**config.mk**
```make
export PLATFORM = sky130hd
export DESIGN_NAME = serial_rx_controller
export DESIGN_NICKNAME = d
export VERILOG_FILES = /design/src/rtl/serial_rx_controller_pkg.sv /design/src/rtl/serial_rx_controller_sample_counter.sv /design/src/rtl/serial_rx_controller.sv
export SDC_FILE = /design/constraint.sdc
export NUM_CORES = 1
export LEC_CHECK = 0
export ABC_AREA = 0
export BUFFER_PORTS_ARGS = -buffer_cell sky130_fd_sc_hd__buf_2
export CAP_MARGIN = 25
export CORE_ASPECT_RATIO = 1.1
export CORE_MARGIN = 5
export CORE_UTILIZATION = 45
export DETAILED_ROUTE_END_ITERATION = 12
export GPL_TIMING_DRIVEN = 0
export MAX_ROUTING_LAYER = met4
export PLACE_DENSITY = 0.69
export SETUP_SLACK_MARGIN = 0.05
export SLEW_MARGIN = 20
export SYNTH_ARGS = -nofsm -noshare
export SYNTH_HDL_FRONTEND = slang
export SYNTH_SLANG_ARGS = --single-unit
```
**constraint.sdc**
```tcl
create_clock -name clk -period 3.3 [get_ports clk]
set_input_delay 0.165 -clock clk [delete_from_list [all_inputs] [get_ports clk]]
set_output_delay 0.165 -clock clk [all_outputs]
set_load 0.01 [all_outputs]
```
**src/rtl/serial_rx_controller_pkg.sv**
```systemverilog
// Shared types and default sizing for the serial receiver controller.
package serial_rx_controller_pkg;

    localparam int unsigned DEF_DATA_BITS  = 8;
    localparam int unsigned DEF_OVERSAMPLE = 16;
    localparam int unsigned DEF_SAMPLE_W   = 4;

    typedef enum logic [1:0] {
        ST_IDLE  = 2'd0,
        ST_START = 2'd1,
        ST_DATA  = 2'd2,
        ST_STOP  = 2'd3
    } rx_state_t;

endpackage

```
**src/rtl/serial_rx_controller_sample_counter.sv**
```systemverilog
// Oversampling counter: synchronous clear has priority over enable;
// tc flags that the count equals the supplied terminal value.
module sample_counter
    import serial_rx_controller_pkg::*;
#(
    parameter int unsigned SAMPLE_W = DEF_SAMPLE_W
) (
    input  logic                clk,
    input  logic                reset,
    input  logic                clear,
    input  logic                enable,
    input  logic [SAMPLE_W-1:0] tc_value,
    output logic                tc
);

    logic [SAMPLE_W-1:0] count;

    always_ff @(posedge clk or negedge reset) begin
        if (!reset) begin
            count <= '0;
        end else if (clear) begin
            count <= '0;
        end else if (enable) begin
            count <= count + 1'b1;
        end
    end

    always_comb begin
        tc = (count == tc_value);
    end

endmodule

```
**src/rtl/serial_rx_controller.sv**
```systemverilog
// Receive-side control FSM: sequences the external bit counter, samples
// mid-bit, assembles frames and hands them off over a valid/ack handshake.
module serial_rx_controller
    import serial_rx_controller_pkg::*;
#(
    parameter int unsigned DATA_BITS  = DEF_DATA_BITS,
    parameter int unsigned OVERSAMPLE = DEF_OVERSAMPLE,
    parameter int unsigned SAMPLE_W   = DEF_SAMPLE_W
) (
    input  logic                 clk,
    input  logic                 reset,
    input  logic                 rx_serial,
    input  logic [7:0]           Count,
    output logic                 ClearCounter,
    output logic                 IncCounter,
    output logic [DATA_BITS-1:0] rx_data,
    output logic                 rx_valid,
    input  logic                 rx_ack,
    input  logic                 err_clr,
    output logic                 framing_err,
    output logic                 overrun_err,
    output logic                 busy
);

    localparam logic [SAMPLE_W-1:0] HALF_TC  = SAMPLE_W'(OVERSAMPLE / 2 - 1);
    localparam logic [SAMPLE_W-1:0] FULL_TC  = SAMPLE_W'(OVERSAMPLE - 1);
    localparam logic [7:0]          LAST_BIT = 8'(DATA_BITS - 1);

    rx_state_t            state;
    logic                 sync1;
    logic                 rx_s;
    logic [DATA_BITS-1:0] shift_reg;
    logic [DATA_BITS-1:0] shift_next;
    logic [SAMPLE_W-1:0]  tc_value;
    logic                 tc;
    logic                 sample_clear;

    always_ff @(posedge clk or negedge reset) begin
        if (!reset) begin
            sync1 <= 1'b1;
            rx_s  <= 1'b1;
        end else begin
            sync1 <= rx_serial;
            rx_s  <= sync1;
        end
    end

    // START times a half bit to reach mid-start; DATA/STOP time full bits.
    // Clearing on tc gives the wrap in DATA and a fresh count on each transition.
    always_comb begin
        tc_value     = (state == ST_START) ? HALF_TC : FULL_TC;
        sample_clear = (state == ST_IDLE) || tc;
        shift_next   = DATA_BITS'({rx_s, shift_reg} >> 1);
        ClearCounter = (state == ST_IDLE);
        IncCounter   = (state == ST_DATA) && tc;
        busy         = (state != ST_IDLE);
    end

    sample_counter #(
        .SAMPLE_W(SAMPLE_W)
    ) u_sample_counter (
        .clk      (clk),
        .reset    (reset),
        .clear    (sample_clear),
        .enable   (busy),
        .tc_value (tc_value),
        .tc       (tc)
    );

    // Flag clears and the ack drop come first so a same-cycle set or load wins.
    always_ff @(posedge clk or negedge reset) begin
        if (!reset) begin
            state       <= ST_IDLE;
            shift_reg   <= '0;
            rx_data     <= '0;
            rx_valid    <= 1'b0;
            framing_err <= 1'b0;
            overrun_err <= 1'b0;
        end else begin
            if (err_clr) begin
                framing_err <= 1'b0;
                overrun_err <= 1'b0;
            end
            if (rx_ack && rx_valid) begin
                rx_valid <= 1'b0;
            end
            case (state)
                ST_IDLE: begin
                    if (!rx_s) state <= ST_START;
                end
                ST_START: begin
                    if (tc) state <= rx_s ? ST_IDLE : ST_DATA;
                end
                ST_DATA: begin
                    if (tc) begin
                        shift_reg <= shift_next;
                        if (Count == LAST_BIT) state <= ST_STOP;
                    end
                end
                ST_STOP: begin
                    if (tc) begin
                        state <= ST_IDLE;
                        if (rx_s) begin
                            if (!rx_valid || rx_ack) begin
                                rx_data  <= shift_reg;
                                rx_valid <= 1'b1;
                            end else begin
                                overrun_err <= 1'b1;
                            end
                        end else begin
                            framing_err <= 1'b1;
                        end
                    end
                end
                default: state <= ST_IDLE;
            endcase
        end
    end

endmodule
```
==> metrics.md <==
| Metric | Value |
|---|---|
| H-tree depth | 1 |
| Synth Register Bits | 27 |
| Vias | 705 |
| Initial Util | 46.14% |
| Global route hottest layer | met2 |
| Die Wd | 57.78 µm |
| Global-route wire length before repair | about 3.0 mm |
| Die area | 3614 µm² |
| Root Buffer | clkbuf_4 |
| Pins Over Slew Limit | 0 |
| Finished Layout Cells | ~140 |
| Post-synth top area share | 55.37% |
| Met2 usage | 17.37% |
| Row count | 19 |
| Total power | 0.6514 mW |
| Fin Clk Skew | 0.007588 ns |
| IO Port Bufs | 26 |
| Routing usage on met1 | 12.52% |
| Clock latency on the worst-skew pair | roughly 0.31 ns |
| Status | complete, no violations |
| Post-Synthesis Cells | slightly below 80 |
| Layout area overhead | 19.16% |
| All-Layer GR Usage | approximately a tenth |
| Crit share post-route | 56.15% |
| Post-route ant nets | 0 |
| Commonest non-fill, non-tap cell in the layout | buf_2 |
| Post-Place Cells | 136 |
| CTS tree | built |
| DRC viols | 0 |
| Register area | approximately 680 µm² |
| Post-synth EDFFs | 0 |
| Critical-path cell list | ha_1, nand3_1, nor3b_1, buf_2, buf_2 |
| Top FF cell, synth | dfrtp_1 |
| Clk buf depth | 2 |
| CP bufs+invs | 2 |
| Ys async rst share | 100.0% |
| CTS Sinks | 27 |
| DR iter-0 viols | 5 |
| Peak supply drop | 0.3493 mV |
| Clk slew on worst S/H paths | roughly 0.14 ns |
| Critical path data arrival time | 1.69 ns |
| Routed length per placed instance | 12.55 µm |
| Met3 Track Usage GR | under 10% |
| Via/cell ratio | ~5.0 |
| RSZ-0062 raised after global routing | no |
| Crit path top cell by count | buf_2 |
| Post-synthesis sequential area ratio | 60.02% |
| Largest net degree at the start of global routing | 28 |
| Vias in the first global route | 672 |
| WL final | ~1.8 mm |
| Gp weighted congestion | about 0.74 |
| Initial antenna violation count | 0 |
| ANT cells | 0 |
| Multi-input logic area | 427.9 µm² |
| CP Capture Type | primary output |
| WS Path Type | reg -> out |
| Layout cells sized above 1 | 47.75% |
| # fillers | 208 |
| Fin. Hold Viols | 0 |
| CP required | 3.13 ns |
| Grt total ovfl | 0 |
| Leading post-synthesis cells by cell area | dfrtp_1, mux2_4, mux2_2, dfstp_2, nand3_1 |
| Most frequent cells in the layout | buf_2, dfrtp_1, mux2_4, mux2_2, nor2_1 |
| Max_slew headroom | 60.98% |
| Syn_area_per_cell | 14.30 µm² |
| Min-Delay Path Class | in -> reg |
| Startpoint Class | register |
| Crit-path max FO | 9 |
| Post-synthesis cell type count | 27 |
| Max_cap viols | 0 |
| Min cycle time layout | between 1.5 and 2 ns |
| Post-Syn Nets | 93 |
| Final Setup Violations | 0 |
| Core area | between 2000 and 2500 µm² |
| Cell taking the most area after synthesis | dfrtp_1 |
| Die Y | 62.56 µm |
| # IOs | 27 |
| Crit path max-delay family | buffers and inverters |
| NumNets Final | between 100 and 150 |
| CP max stage cell | dfrtp_1 |
| Post-synthesis cell area | 1130 µm² |
| Pleak | 0.7171 nW |
| CP max stage delay | 0.39 ns |
| Syn. warnings | 0 |
| Worst Max-Slew Pin Slew | a little under 0.6 ns |
| CTS Buf Count | 3 |
| HPWL Detailed | 1.321 mm |
| DRT Pass-1 Iters | 3 |
| Cell area power density | 483.9 nW/µm² |
| Setup TNS | 0 ns |
| FMAX | between 0.5 and 0.6 GHz |
## cells by family (layout without fill, tap and decap cells)
family | after synthesis | in the layout | synth area share [%]
flip-flops | 27 | 27 | 60.02
AND/OR/NAND/NOR | 22 | 22 | 12.07
AO/OA/AOI/OAI | 4 | 4 | 2.657
XOR/XNOR | 2 | 2 | 1.551
multiplexers | 18 | 18 | 20.49
adder cells (fa/ha/maj) | 1 | 1 | 1.107
buffers and inverters | 5 | 37 | 2.104
## synthesized netlist by cell type, types with 2 or more instances
master,n
dfrtp_1,25
dfstp_2,2
inv_1,3
mux2_2,8
mux2_4,8
nand2_1,3
nand3_1,4
nor2_1,5
nor2b_1,2
o22ai_1,2
## worst paths after layout
| path | start | end | slack [ns] | cells past startpoint |
|---|---|---|---|---|
| worst max register to register | u_sample_counter.count[0]$_DFFE_PN0P_ | rx_data[5]$_DFFE_PN0P_ | 1.62 | 5 |
| max in group asynchronous | reset | rx_s$_DFF_PN1_ | 2.55 | 2 |
| worst min-delay path | err_clr | overrun_err$_DFF_PN0_ | 0.03 | 2 |
| worst max-delay path | u_sample_counter.count[0]$_DFFE_PN0P_ | IncCounter | 1.45 | 5 |
| worst min register to register | sync1$_DFF_PN1_ | rx_s$_DFF_PN1_ | 0.37 | 0 |
| min in group asynchronous | reset | state[0]$_DFFE_PN0P_ | 0.37 | 2 |
## through the flow
step	area [µm²]	setup WS (ns)	hold slack, ns	utilization, %
after global placement	1299	1.668	0.1919	53.04
after floorplan	1130	1.739	-0.1306	-
after CTS	1346	1.419	0.02270	54.98
after detailed placement	1299	1.646	0.1979	53.04
final	1346	1.447	0.03238	54.98
after global routing	1346	1.275	0.02521	54.98
## layout make-up
cell class | count | share of cell area [%]
Buffer | 2 | 0.9294
Clock buffer | 3 | 1.673
Clock inverter | 1 | 0.3717
Inverter | 3 | 0.8364
Multi-Input combinational cell | 47 | 31.78
Sequential cell | 27 | 50.37
Tap cell | 31 | 2.881
Timing Repair Buffer | 28 | 11.15
## what timing repair did
action                    CTS  global route
setup buffers               0             0
hold endpoints to repair   26             0
hold buffers                2             0
resized for setup           0             0
## where the power goes
group	leakage, nW	internal, mW	switching [mW]
Clock	0.0177	0.0453	0.0896
Combinational	0.334	0.0623	0.0722
Sequential	0.365	0.358	0.0242
## per-layer routing
metal | share of wire, % | vias up
met5 | 0 | -
met4 | 1.3 | 0
met3 | 6.0 | 4
met2 | 48 | 21
met1 | 44 | 338
li1 | - | 342
(Power assumes the default switching activity.)
